===== config.mk =====
export PLATFORM = sky130hd
export DESIGN_NAME = thiele_cpu_core
export DESIGN_NICKNAME = d
export VERILOG_FILES = /design/src/rtl/thiele_cpu_core.sv
export SDC_FILE = /design/constraint.sdc
export NUM_CORES = 1
export LEC_CHECK = 0
export CAP_MARGIN = 15
export CORE_AREA = 2 2 201 203
export DETAILED_ROUTE_END_ITERATION = 8
export DIE_AREA = 0 0 203 205
export HOLD_SLACK_MARGIN = 0.02
export PLACE_DENSITY = 0.68
export RECOVER_POWER = 50
export SYNTH_ARGS = -nofsm -noshare
export SYNTH_HDL_FRONTEND = slang
export SYNTH_SLANG_ARGS = --single-unit

===== constraint.sdc =====
create_clock -name clk -period 6.19 [get_ports clk]
set_input_delay 1.238 -clock clk [delete_from_list [all_inputs] [get_ports clk]]
set_output_delay 1.238 -clock clk [all_outputs]
set_load 0.01 [all_outputs]

===== src/rtl/thiele_cpu_core.sv =====
// Multi-cycle Thiele machine core: XOR-algebra register ops, partition bookkeeping and mu ledger,
// with logic/Python engine handshakes. Define CHSH_TRIAL_EN to enable opcode 0x09 (CHSH_TRIAL).
module thiele_cpu_core #(
  parameter int NUM_MODULES = 64
) (
  input  logic        clk,
  input  logic        rst,
  input  logic [31:0] instr_data,
  output logic [31:0] pc,
  output logic [31:0] status,
  output logic [31:0] error_code,
  output logic [31:0] cert_addr,
  output logic [31:0] partition_ops,
  output logic [31:0] mdl_ops,
  output logic [31:0] info_gain,
  output logic [31:0] mu,
  output logic [31:0] mem_addr,
  output logic [31:0] mem_wdata,
  output logic        mem_we,
  output logic        mem_en,
  input  logic [31:0] mem_rdata,
  output logic        logic_req,
  output logic [31:0] logic_addr,
  input  logic        logic_ack,
  input  logic [31:0] logic_data,
  output logic        py_req,
  output logic [31:0] py_code_addr,
  input  logic        py_ack,
  input  logic [31:0] py_result
);

  localparam int MW = $clog2(NUM_MODULES);

  localparam logic [7:0] OP_PNEW     = 8'h00;
  localparam logic [7:0] OP_LASSERT  = 8'h03;
  localparam logic [7:0] OP_MDLACC   = 8'h05;
  localparam logic [7:0] OP_XFER     = 8'h07;
  localparam logic [7:0] OP_PYEXEC   = 8'h08;
  localparam logic [7:0] OP_CHSH     = 8'h09;
  localparam logic [7:0] OP_XOR_LOAD = 8'h0A;
  localparam logic [7:0] OP_XOR_ADD  = 8'h0B;
  localparam logic [7:0] OP_XOR_SWAP = 8'h0C;
  localparam logic [7:0] OP_XOR_RANK = 8'h0D;
  localparam logic [7:0] OP_EMIT     = 8'h0E;
  localparam logic [7:0] OP_HALT     = 8'hFF;

  typedef enum logic [3:0] {
    FETCH   = 4'd0,
    DECODE  = 4'd1,
    EXECUTE = 4'd2,
    LOGIC   = 4'd3,
    PYTHON  = 4'd4
  } state_t;

  state_t state, state_next;

  logic [31:0] instr;
  logic [7:0]  op, fa, fb, cost;
  logic [31:0] reg_file [32];
  logic [31:0] data_mem [256];
  logic [7:0]  module_table [NUM_MODULES];

  logic [4:0] ra, rb;
  logic       running, pnew_ok, retire;
  logic       unused_rdata;

  assign ra      = fa[4:0];
  assign rb      = fb[4:0];
  assign running = (status == 32'd0);
  assign pnew_ok = (int'(fa) < NUM_MODULES);

  assign mem_addr     = '0;
  assign mem_wdata    = '0;
  assign mem_we       = 1'b0;
  assign mem_en       = 1'b0;
  assign unused_rdata = ^mem_rdata;

  always_ff @(posedge clk) begin
    if (rst) state <= FETCH;
    else     state <= state_next;
  end

  // HALT, unknown opcodes and a bad PNEW keep the machine parked in EXECUTE
  always_comb begin
    state_next = state;
    retire     = 1'b0;
    case (state)
      FETCH:  state_next = DECODE;
      DECODE: state_next = EXECUTE;
      EXECUTE: begin
        if (running) begin
          case (op)
            OP_XOR_LOAD, OP_XOR_ADD, OP_XOR_SWAP, OP_XFER,
            OP_XOR_RANK, OP_EMIT, OP_MDLACC: begin
              state_next = FETCH;
              retire     = 1'b1;
            end
`ifdef CHSH_TRIAL_EN
            OP_CHSH: begin
              state_next = FETCH;
              retire     = 1'b1;
            end
`endif
            OP_PNEW: begin
              if (pnew_ok) begin
                state_next = FETCH;
                retire     = 1'b1;
              end
            end
            OP_LASSERT: state_next = LOGIC;
            OP_PYEXEC:  state_next = PYTHON;
            default: ;
          endcase
        end
      end
      LOGIC: begin
        if (logic_ack) begin
          state_next = FETCH;
          retire     = 1'b1;
        end
      end
      PYTHON: begin
        if (py_ack) begin
          state_next = FETCH;
          retire     = 1'b1;
        end
      end
      default: state_next = FETCH;
    endcase
  end

  always_ff @(posedge clk) begin
    if (rst) begin
      pc            <= '0;
      status        <= '0;
      error_code    <= '0;
      cert_addr     <= '0;
      partition_ops <= '0;
      mdl_ops       <= '0;
      info_gain     <= '0;
      mu            <= '0;
      logic_req     <= 1'b0;
      logic_addr    <= '0;
      py_req        <= 1'b0;
      py_code_addr  <= '0;
      instr         <= '0;
      op            <= '0;
      fa            <= '0;
      fb            <= '0;
      cost          <= '0;
      for (int i = 0; i < 32; i++)          reg_file[i]     <= '0;
      for (int i = 0; i < 256; i++)         data_mem[i]     <= '0;
      for (int i = 0; i < NUM_MODULES; i++) module_table[i] <= '0;
    end else begin
      case (state)
        FETCH: instr <= instr_data;
        DECODE: begin
          op   <= instr[31:24];
          fa   <= instr[23:16];
          fb   <= instr[15:8];
          cost <= instr[7:0];
        end
        EXECUTE: begin
          if (running) begin
            case (op)
              OP_XOR_LOAD: reg_file[ra] <= data_mem[fb];
              OP_XOR_ADD:  reg_file[ra] <= reg_file[ra] ^ reg_file[rb];
              OP_XOR_SWAP: begin
                if (ra != rb) begin
                  reg_file[ra] <= reg_file[rb];
                  reg_file[rb] <= reg_file[ra];
                end
              end
              OP_XFER:     reg_file[ra] <= reg_file[rb];
              OP_XOR_RANK: reg_file[ra] <= 32'($countones(reg_file[rb]));
              OP_EMIT:     info_gain <= info_gain + {24'h0, fb};
              OP_MDLACC:   mdl_ops <= mdl_ops + 32'd1;
`ifdef CHSH_TRIAL_EN
              OP_CHSH: begin
                if ((fb[1] ^ fb[0]) == (fa[1] & fa[0]))
                  reg_file[31] <= reg_file[31] + 32'd1;
              end
`endif
              OP_PNEW: begin
                if (pnew_ok) begin
                  module_table[fa[MW-1:0]] <= fb;
                  partition_ops            <= partition_ops + 32'd1;
                end else begin
                  status     <= 32'd2;
                  error_code <= {24'h0, op};
                end
              end
              OP_LASSERT: begin
                logic_req  <= 1'b1;
                logic_addr <= {24'h0, fa};
              end
              OP_PYEXEC: begin
                py_req       <= 1'b1;
                py_code_addr <= {24'h0, fa};
              end
              // HALT is charged once; afterwards status blocks re-execution
              OP_HALT: begin
                status <= 32'd1;
                mu     <= mu + {24'h0, cost};
              end
              default: begin
                status     <= 32'd2;
                error_code <= {24'h0, op};
              end
            endcase
          end
        end
        LOGIC: begin
          if (logic_ack) begin
            cert_addr   <= logic_data;
            reg_file[0] <= logic_data;
            logic_req   <= 1'b0;
          end
        end
        PYTHON: begin
          if (py_ack) begin
            reg_file[0] <= py_result;
            py_req      <= 1'b0;
          end
        end
        default: ;
      endcase
      if (retire) begin
        mu <= mu + {24'h0, cost};
        pc <= pc + 32'd4;
      end
    end
  end

endmodule


# After elaboration in Yosys (flattened, before gate mapping)
# Index checks and enable logic that the tools add are counted.
# totals
reg_bits,342
latch_bits,0
ram_bits,0
rom_bits,0
inputBits,132
n_memories,0
# classes
n_addsub,5
multipliers,0
div,0
magnitude_cmp,1
eq_ne,22
shifts,0
mux,28
bitwise,2
n_reduce_logical,23
# op_table
op,n
$mux W32,6
$pmux W32 S3,1
$add A32 B1 Y32 const B,2
$add A32 B8 Y32,2
$pmux W32 S2,1
$eq A8 B4 Y1 const B,6
$add A32 B3 Y32 const B,1
$logic_not A32 Y1,1
$pmux W4 S5,1
$reduce_and A4 Y1,5
$eq A8 B3 Y1 const B,2
$mux W4,4
$pmux W4 S4,1
$reduce_and A3 Y1,5
$mux W1,10
$reduce_bool A2 Y1,5
$reduce_or A10 Y1,1
$reduce_or A9 Y1,1
$eq A4 B2 Y1 const B,2
$eq A8 B2 Y1 const B,1
$eq A8 B8 Y1 const B,1
$logic_not A8 Y1,1
$lt A8 B7 Y1 const B,1
$ne A2 B2 Y1 const B,4
other kinds (12),16

# Logic depth before layout (Yosys ltp)
# Gate-level depths: netlist (run 1).
# logic_depth
depth_word,7
ltp_mapped,10
mapped_depth_nobuf,9

# Worst setup path before layout (run 1)
# No wires, ideal clock.
# synth_path
path_type,input to register
startpoint,input logic_ack
endpoint,register mu[20]
setup_ns,0.070
arrival_time_ns,2.963
t_required_ns,6.120
slack_ns,3.157
cell_stages,8
n_path_buf,2
path_cell_list,and4b_1 clkbuf_1 nor2_1 a21oi_2 o2111ai_2 buf_2 or4_1 a21oi_1
# synth_between
elab_chain_len,4
elab_cells_between_ends,7
cone_classes,3 x mux; 4 x reduce/logical
# synth_lines
element,line_no,text
"start, declared",24,"input logic logic_ack,"
$mux W1 (*),-,
$pmux W1 S3 (*),87,case (state)
$reduce_bool A2 Y1 (no line),-,
$reduce_and A3 Y1 (no line),-,
"end signal, assigned",204,"mu <= mu + {24'h0, cost};"
"end signal, assigned",229,"mu <= mu + {24'h0, cost};"
"end, declared",16,"output logic [31:0] mu,"
# Mark *: on every way between the ends. The rest lies on a longest branch, timed or not.
# A chain may end at the register's enable or synchronous reset.

==> results.txt, run 1 <==
Adder-Cell Fraction of Synth Area = 2.00%
Sw Pwr = 1.19 mW
fraction of layout cells with a size suffix above 1 = 4.36%
post-CTS setup repair buffer count = 0
met2 GRT Util = 29.3%
clock share of power = 44.5%
number of global-route vias before repair = 11,000
n_diodes = 0
initial core utilization = 35.3%
drt drc = 0
Worst setup EP type = flip-flop
EDFF count, synth = 0
worst-path cell chain = clkbuf_2, clkbuf_1, nand2b_1, a21oi_1, a31o_2
fin nets = 2,103
Synth top area share = 41.1%
Req. time, crit path = 6620 ps
cts bufs inserted = 34
worst hold start = instr[20]
Critical Path Slowest Stage Cell = clkbuf_2
RSZ-0062 raised after global routing = no
H-tree Lvls = 2
Root Driver = clkbuf_16
final hold slack = 447 ps
Pre-Repair DR Iteration Count = 4
hold crit path type = flip-flop to flip-flop
number of hold violations in the final report = 0
clock sinks = 285
Setup violations, final = 0
row count = 73
worst-case reg-to-reg path depth = 6
CTS tree = built
R2R Path End = pc[30]
HPWL after detailed placement = 26,700 um
Fmax achieved = 222 MHz
post-synth cell types = 63
Final Critical Period = 4500 ps
YS warnings = 0
XOR/XNOR Fraction of Synth Area = 6.25%
vias = 12,100
CP startpoint kind = primary input
worst-case clock buffer depth = 3
post-synthesis async set-or-reset flop share = 0%
total track usage = 16.9%
clk_lat worst skew = 530 ps
hold path cells = 2
max incr delay on CP = 1760 ps
Mapped Area = 13,900 um2
internal power = 3.28 mW
P&R area growth vs syn = 26.9%
sequential fraction of the synthesis area = 41.1%
# port buffers = 285
Slew headroom = -73.0%
WL final = 36,900 um
via-per-instance ratio = 4.85
largest cells by area after synthesis = dfxtp_1 41%, buf_4 9.2%, nand2_1 7.5%
Synth Area in Simple Gates = 26.0%
post-synthesis mux area share = 1.39%
DIE AREA = 41,600 um2
Overflow after GRT = 0
Die Width = 203 um
Post-Syn Instances = 1,707
Synth Register Bits = 285
Final Cycle Share = 72.8%
Post-synth top flop = dfxtp_1
Clock transition at path regs = 60 ps
gr busiest metal = met2
fin. max-slew vios = 200
worst slew pin tran = 2600 ps
post-CTS resize count = 0
Logic pwr share = 11.6%
reg-to-reg startpoint = state[1]
maximum capacitance violations = 3
initial antenna violation count = 0
Final Power = 4.48 mW
Finished Cell Area = 17,600 um2
Core Region = 39,400 um2
routed len/inst = 14.8 um
setup_tns = 0 ps
failing checks = max-capacitance violations, max-slew violations
Final ANT Viol Nets = 0
area leader, netlist = dfxtp_1
status = finished with violations
r2r setup slk = 2510 ps
Reg power frac = 43.9%
Hold Buf Count CTS = 0
Peak VDD IR = 0.000231 V
Setup Crit Path Kind = primary input to flip-flop
worst-path fanout max = 124
Die H = 205 um
Hold Path End = fa[4]
met1 Usage GRT = 20.6%
I/O pins = 520
Synth Area in Compound Gates = 10.7%
global-route wire length before repair = 58,000 um
CP bufs+invs = 2
Sw Ratio = 26.7%
Area after DPL = 16,500 um2
main combinational cell family by area after synthesis = simple AND/OR/NAND/NOR gates
clk_skew = 17.5 ps
Final GP Congestion = 0.860
Pleak = 6.58 nW
CP arrival = 4930 ps
pin count of the biggest net entering global routing = 125
cell family with most CP delay = buffers and inverters
met3 Usage GRT = 4.25%
PwrDens = 254 nW/um2
starting DRC count in detailed routing = 538
Synth Area per Inst = 8.13 um2
flip-flops by register name (all words and copies together), names as in the netlist, 30 cells and up:
register,cells
pc,30
cert_addr,32
mdl_ops,32
partition_ops,32
mu,32
info_gain,32
instr,32
layout by cell type (no fill, tap or decap), drive strengths merged, types with 53 or more instances in the layout:
cell	Yosys	routed
dlygate4sd3	0	68
conb	1	170
nand2	279	279
clkbuf	78	53
xnor2	53	53
a21oi	172	172
dfxtp	285	285
clkdlybuf4s50	0	216
nand3	55	55
nor2	156	156
layout make-up:
cell class,instances,area (um2)
flip-flops and latches,285,5710
clock inverters,11,128
repair buffers,298,2950
clock buffers,49,988
fillers,3836,21800
well taps,525,657
multi-input cells,1303,7070
inverters,28,105
worst min-delay path, cell delays in order, from the launching register on:
cell and delay, ps:
dfxtp_1 310, nand2_1 50, a21oi_1 50
logic make-up after synthesis:
logic type      after synthesis
simple gates                734
buf+inv                     288
flops                       285
compound gates              260
xor+xnor                     99
fa+ha+maj                    21
mux                          19
other cells                   1
power by group through the flow:
stage / clock [mW] / combinational (mW) / sequential, mW
floorplan: 0 / 0.436 / 1.99
global placement: 0 / 0.508 / 2.00
detailed placement: 0 / 0.518 / 2.01
CTS: 2.06 / 0.519 / 1.97
global route: 2.15 / 0.576 / 1.97
finish: 1.99 / 0.517 / 1.97
metrics by stage:
step           std cells  util [%]  worst slack, ps
5_1_grt             2499      44.7             1280
6_report            2499      44.7             1690
2_1_floorplan       1876         -             3160
4_1_cts             2498      44.8             2760
3_3_place_gp        2438      41.9             2280
3_5_place_dp        2438      41.9             2220
Yosys cell counts, types with 8 or more instances:
cell / count
a21oi_1: 171
nand2_1: 279
nand4_1: 50
and2_1: 8
and3_1: 18
nand3_1: 54
mux2i_1: 17
xor2_1: 46
o31ai_1: 24
clkbuf_1: 78
nor2_1: 156
o21ai_0: 30
buf_2: 9
inv_1: 28
or3_1: 22
xnor2_1: 53
or4_1: 22
nor3_1: 27
ha_1: 19
dfxtp_1: 285
nor4_1: 24
buf_4: 170
and4_1: 20
or2_2: 8
how the worst max path moves through the flow:
stage | startpoint | end | cells past startpoint
after global placement | py_ack | mu[31] | 8
after floorplan | logic_ack | mu[20] | 8
after detailed placement | py_ack | mu[22] | 8
after CTS | py_ack | mu[20] | 8
after global routing | rst | pc[31] | 5
final | rst | pc[31] | 5
routing by layer:
layer | part of all wire [%] | routed length, um | vias up
li1 | - | - | 6000
met1 | 41 | 15200 | 5679
met2 | 49 | 18200 | 384
met3 | 7.1 | 2640 | 51
met4 | 2.4 | 888 | 0
met5 | 0 | 0 | -
Power figures use the tool's default switching activity.
==> inputs of run 2 (changes only) <==
- clock period: 6.19 -> 4.6 ns (I/O delays scaled with it)
==> results.txt, run 2 (same netlist as run 1, synthesis figures left out) <==
vias = 12,100 (+0.11%)
Pleak = 6.75 nW (+2.7%)
Finished Cell Area = 17,600 um2 (about the same)
Core Util, Final = 44.7% (about the same)
Final Critical Period = 3680 ps
setup_tns = 0 ps (unchanged)
fin nets = 2,107 (+0.19%)
hold crit path type = flip-flop to flip-flop
worst-case reg-to-reg path depth = 7 (+1)
Filler Cell Count = 3,868 (+0.83%)
Die Width = 203 um (unchanged)
starting DRC count in detailed routing = 578 (+7.4%)
clk_lat worst skew = 540 ps (about the same)
fin. max-slew vios = 175 (-13%)
fraction of layout cells with a size suffix above 1 = 4.60% (+0.24 points)
RSZ-0062 raised after global routing = no
most frequent cells in the layout = 285 x dfxtp_1, 279 x nand2_1, 171 x a21oi_1, 170 x conb_1, 166 x clkdlybuf4s50_1
cts bufs inserted = 35 (+2.9%)
R2R Path End = mu[17]
P&R area growth vs syn = 26.9% (about the same)
Final ANT Viol Nets = 0 (unchanged)
Hold Buf Count CTS = 0 (unchanged)
WL final = 37,100 um (+0.50%)
H-tree Lvls = 2 (unchanged)
maximum capacitance violations = 2 (-1)
Post-Layout Cell Count = 2,504 (+0.20%)
crit path from = rst
worst-path fanout max = 141 (+14%)
Req. time, crit path = 4980 ps (-1640 ps)
routed len/inst = 14.8 um (+0.30%)
clock sinks = 285 (unchanged)
Peak VDD IR = 0.000244 V (+5.7%)
reg-to-reg startpoint = fa[7]
Overflow after GRT = 0 (unchanged)
post-CTS setup repair buffer count = 0 (unchanged)
Final Cycle Share = 80.0%
initial core utilization = 35.3% (unchanged)
Core Region = 39,400 um2 (unchanged)
Fmax achieved = 272 MHz
global-route wire length before repair = 58,000 um (about the same)
pin count of the biggest net entering global routing = 142 (+14%)
PwrDens = 340 nW/um2 (+34%)
total track usage = 17.0% (+0.11 points)
drt drc = 0 (unchanged)
clk_skew = 18.6 ps (+1.14 ps)
number of global-route vias before repair = 11,000 (+0.24%)
Slew headroom = -104% (-31 points)
number of hold violations in the final report = 0 (unchanged)
most common cell after layout, fill and taps aside = dfxtp_1
n_diodes = 0 (unchanged)
CTS tree = built
HPWL after detailed placement = 26,600 um (-0.20%)
status = finished with violations
# port buffers = 285 (unchanged)
via-per-instance ratio = 4.84 (about the same)
hold path cells = 2 (unchanged)
Clock transition at path regs = 60 ps (about the same)
r2r setup slk = 1420 ps (-1090 ps)
Area after DPL = 16,500 um2 (+0.14%)
initial antenna violation count = 2 (+2)
Worst setup EP type = flip-flop
Root Driver = clkbuf_16
Pre-Repair DR Iteration Count = 5 (+1)
worst slew pin tran = 3050 ps (+459 ps)
CP arrival = 4060 ps (-870 ps)
CP startpoint kind = primary input
critical path endpoint = cert_addr[12]
failing checks = max-capacitance violations, max-slew violations
post-CTS resize count = 0 (unchanged)
DIE AREA = 41,600 um2 (unchanged)
Setup violations, final = 0 (unchanged)
Final GP Congestion = 0.849 (-1.3%)
worst-case clock buffer depth = 3 (unchanged)
I/O pins = 520 (unchanged)
row count = 73 (unchanged)
Setup Crit Path Kind = primary input to flip-flop
Placed Cells = 2,441 (+0.12%)
Die H = 205 um (unchanged)
==> run 2: changes by cell type in the layout (fill, tap and decap cells not counted), moves of 2 or more <==
cell,before,now
dlygate4sd3_1,68,118
clkdlybuf4s50_1,216,166
inv_6,1,4
clkinvlp_4,0,2
==> run 2: area by class of cell <==
cell class	count	area, um2	share of cell area (%)
Inverter	28	105	0.597
Timing Repair Buffer	301	2970	16.9
Clock inverter	14	119	0.675
Sequential cell	285	5710	32.4
Tap cell	525	657	3.73
Clock buffer	48	975	5.53
Multi-Input combinational cell	1303	7080	40.2
==> run 2: how the worst min path moves through the flow <==
stage	slack, ps	start	to
global placement	440	instr[4]	cost[4]
global route	460	instr[6]	cost[6]
finish	440	instr[21]	fa[5]
detailed placement	440	instr[21]	fa[5]
floorplan	430	instr[0]	cost[0]
CTS	430	instr[21]	fa[5]
==> run 2: report_power, final <==
| part | leakage (nW) | internal (mW) | switching, mW | total (mW) |
|---|---|---|---|---|
| registers | 2.30 | 2.57 | 0.0801 | 2.65 |
| clock network | 0.537 | 1.55 | 1.09 | 2.64 |
| logic | 3.91 | 0.237 | 0.466 | 0.703 |
==> run 2: stage by stage <==
stage          hold slack (ps)  setup WS (ps)  power (mW)
6_report                   439            920        5.99
5_1_grt                    457            652        6.27
4_1_cts                    433           1460        6.07
3_5_place_dp               443            904        3.40
3_3_place_gp               437           1010        3.38
2_1_floorplan              432           1880        3.26
==> run 2: critical path, stage by stage <==
cell and delay, ps:
clkbuf_2 2020, clkbuf_2 800, a21oi_1 120
==> run 2: layer usage <==
layer / global-route usage, % / part of all wire, % / wire [um]
met5: 0 / 0 / 0
met4: 6.54 / 2.5 / 946
met3: 3.64 / 6.7 / 2500
met2: 29.4 / 49 / 18300
met1: 20.8 / 41 / 15400
==> inputs of run 3 (changes only) <==
- clock period: 4.6 -> 3.39 ns (I/O delays scaled with it)
==> results.txt, run 3 (same netlist as run 1, synthesis figures left out) <==
status = finished clean
Pre-Repair DR Iteration Count = 5 (unchanged)
most common cell after layout, fill and taps aside = dfxtp_1
initial core utilization = 35.3% (unchanged)
hold crit path type = flip-flop to flip-flop
# port buffers = 285 (unchanged)
Setup Crit Path Kind = flip-flop to flip-flop
WL final = 37,000 um (-0.26%)
worst-case reg-to-reg path depth = 8 (+1)
routed len/inst = 14.8 um (-0.34%)
Critical Path Slowest Stage Cell = or4_1
post-CTS setup repair buffer count = 0 (unchanged)
most frequent cells in the layout = 285 x dfxtp_1, 279 x nand2_1, 171 x a21oi_1, 170 x conb_1, 156 x nor2_1
max incr delay on CP = 500 ps (-1520 ps)
hold path cells = 2 (unchanged)
Worst setup EP type = flip-flop
Post-Layout Cell Count = 2,506 (+0.080%)
worst-case clock buffer depth = 3 (unchanged)
CP startpoint kind = flip-flop
fin nets = 2,109 (+0.095%)
Fmax achieved = 324 MHz
initial antenna violation count = 1 (-1)
cell family with most CP delay = simple AND/OR/NAND/NOR gates
worst slew pin tran = 1460 ps (-1600 ps)
maximum capacitance violations = 0 (-2)
post-CTS resize count = 0 (unchanged)
clk_skew = 13.8 ps (-4.77 ps)
starting DRC count in detailed routing = 581 (+0.52%)
Final Cycle Share = 91.2%
CP bufs+invs = 2 (unchanged)
via-per-instance ratio = 4.80 (-0.81%)
Root Driver = clkbuf_16
global-route wire length before repair = 58,000 um (about the same)
clk_lat worst skew = 530 ps (about the same)
CP arrival = 3540 ps (-520 ps)
fin. max-slew vios = 0 (-100%)
P&R area growth vs syn = 28.1%
Die Width = 203 um (unchanged)
Core Util, Final = 45.2% (+0.41 points)
Stages on worst setup path = 8 (+5)
n_diodes = 0 (unchanged)
Area after DPL = 16,600 um2 (+0.33%)
Hold Path End = cert_addr[1]
PwrDens = 474 nW/um2 (+39%)
Final Power = 8.42 mW (+41%)
I/O pins = 520 (unchanged)
Slew headroom = 2.71% (+110 points)
Placed Cells = 2,445 (+0.16%)
worst-path fanout max = 42 (-70%)
Setup violations, final = 0 (unchanged)
worst-path cell chain = nor4_1, clkbuf_1, nand4_1, a21oi_2, o2111ai_2, buf_12, or4_1, a21oi_1
Final GP Congestion = 0.852 (+0.45%)
RSZ-0062 raised after global routing = no
setup_tns = 0 ps (unchanged)
pin count of the biggest net entering global routing = 126 (-11%)
Core Region = 39,400 um2 (unchanged)
number of hold violations in the final report = 0 (unchanged)
Overflow after GRT = 0 (unchanged)
reg-to-reg startpoint = op[4]
total track usage = 17.0% (-0.044 points)
Die H = 205 um (unchanged)
row count = 73 (unchanged)
Peak VDD IR = 0.000366 V (+50%)
HPWL after detailed placement = 26,700 um (+0.28%)
drt drc = 0 (unchanged)
Req. time, crit path = 3840 ps (-1140 ps)
Finished Cell Area = 17,800 um2 (+0.92%)
vias = 12,000 (-0.73%)
number of global-route vias before repair = 11,100 (+0.39%)
Final Critical Period = 3090 ps
CTS tree = built
clock sinks = 285 (unchanged)
r2r setup slk = 300 ps (-1120 ps)
R2R Path End = mu[14]
Pleak = 6.96 nW (+3.0%)
DIE AREA = 41,600 um2 (unchanged)
fraction of layout cells with a size suffix above 1 = 4.85% (+0.25 points)
Clock transition at path regs = 60 ps (about the same)
H-tree Lvls = 2 (unchanged)
cts bufs inserted = 34 (-2.9%)
worst hold start = cert_addr[1]
Hold Buf Count CTS = 0 (unchanged)
Final ANT Viol Nets = 0 (unchanged)
==> run 3: cell types whose count changed in the layout (fill, tap and decap cells not counted), sizes merged <==
cell | previous run | this run
buf | 11 | 18
bufinv | 1 | 5
clkbuf | 54 | 52
clkdlybuf4s50 | 166 | 135
clkinv | 7 | 5
clkinvlp | 2 | 0
dlygate4sd3 | 118 | 149
inv | 32 | 29
==> run 3: worst max-delay path by stage <==
stage | from | end | slack [ps]
6_report | op[4] | mu[14] | 300
5_1_grt | op[4] | mu[13] | 80
4_1_cts | fa[7] | mu[14] | 340
3_5_place_dp | py_ack | mu[19] | 130
3_3_place_gp | py_ack | mu[19] | 170
2_1_floorplan | logic_ack | mu[20] | 920
==> run 3: layout make-up <==
class                           instances  area (um2)
Fill cell                            3844       21600
Clock inverter                         11         184
Clock buffer                           50        1010
Tap cell                              525         657
Sequential cell                       285        5710
Timing Repair Buffer                  304        3030
Multi-Input combinational cell       1303        7080
Inverter                               28         105
==> run 3: routing by layer <==
metal	wire length [um]	up-vias	share of wire, %	global-route usage, %
met5	13	-	0.035	0
met4	976	2	2.6	6.49
met3	2340	57	6.3	3.36
met2	18000	350	49	28.8
met1	15700	5619	42	21.3
li1	-	6010	-	-
==> run 3: per-stage QoR <==
| step | hold WS (ps) | worst slack [ps] |
|---|---|---|
| global route | 462 | 84.3 |
| floorplan | 432 | 917 |
| global placement | 438 | 170 |
| CTS | 453 | 336 |
| detailed placement | 445 | 130 |
| finish | 448 | 300 |
==> run 3: power by group <==
group          internal [mW]  leakage (nW)  total (mW)  switching (mW)
clock network           2.45         0.592        3.89            1.44
registers               3.48          2.30        3.59           0.108
logic                  0.320          4.06       0.944           0.623
total                   6.25          6.96        8.42            2.17
==> run 3: tightest hold or removal path: stages (launching register included) <==
cell	delay [ps]
dfxtp_1	300
nand2_1	50
a21oi_1	50
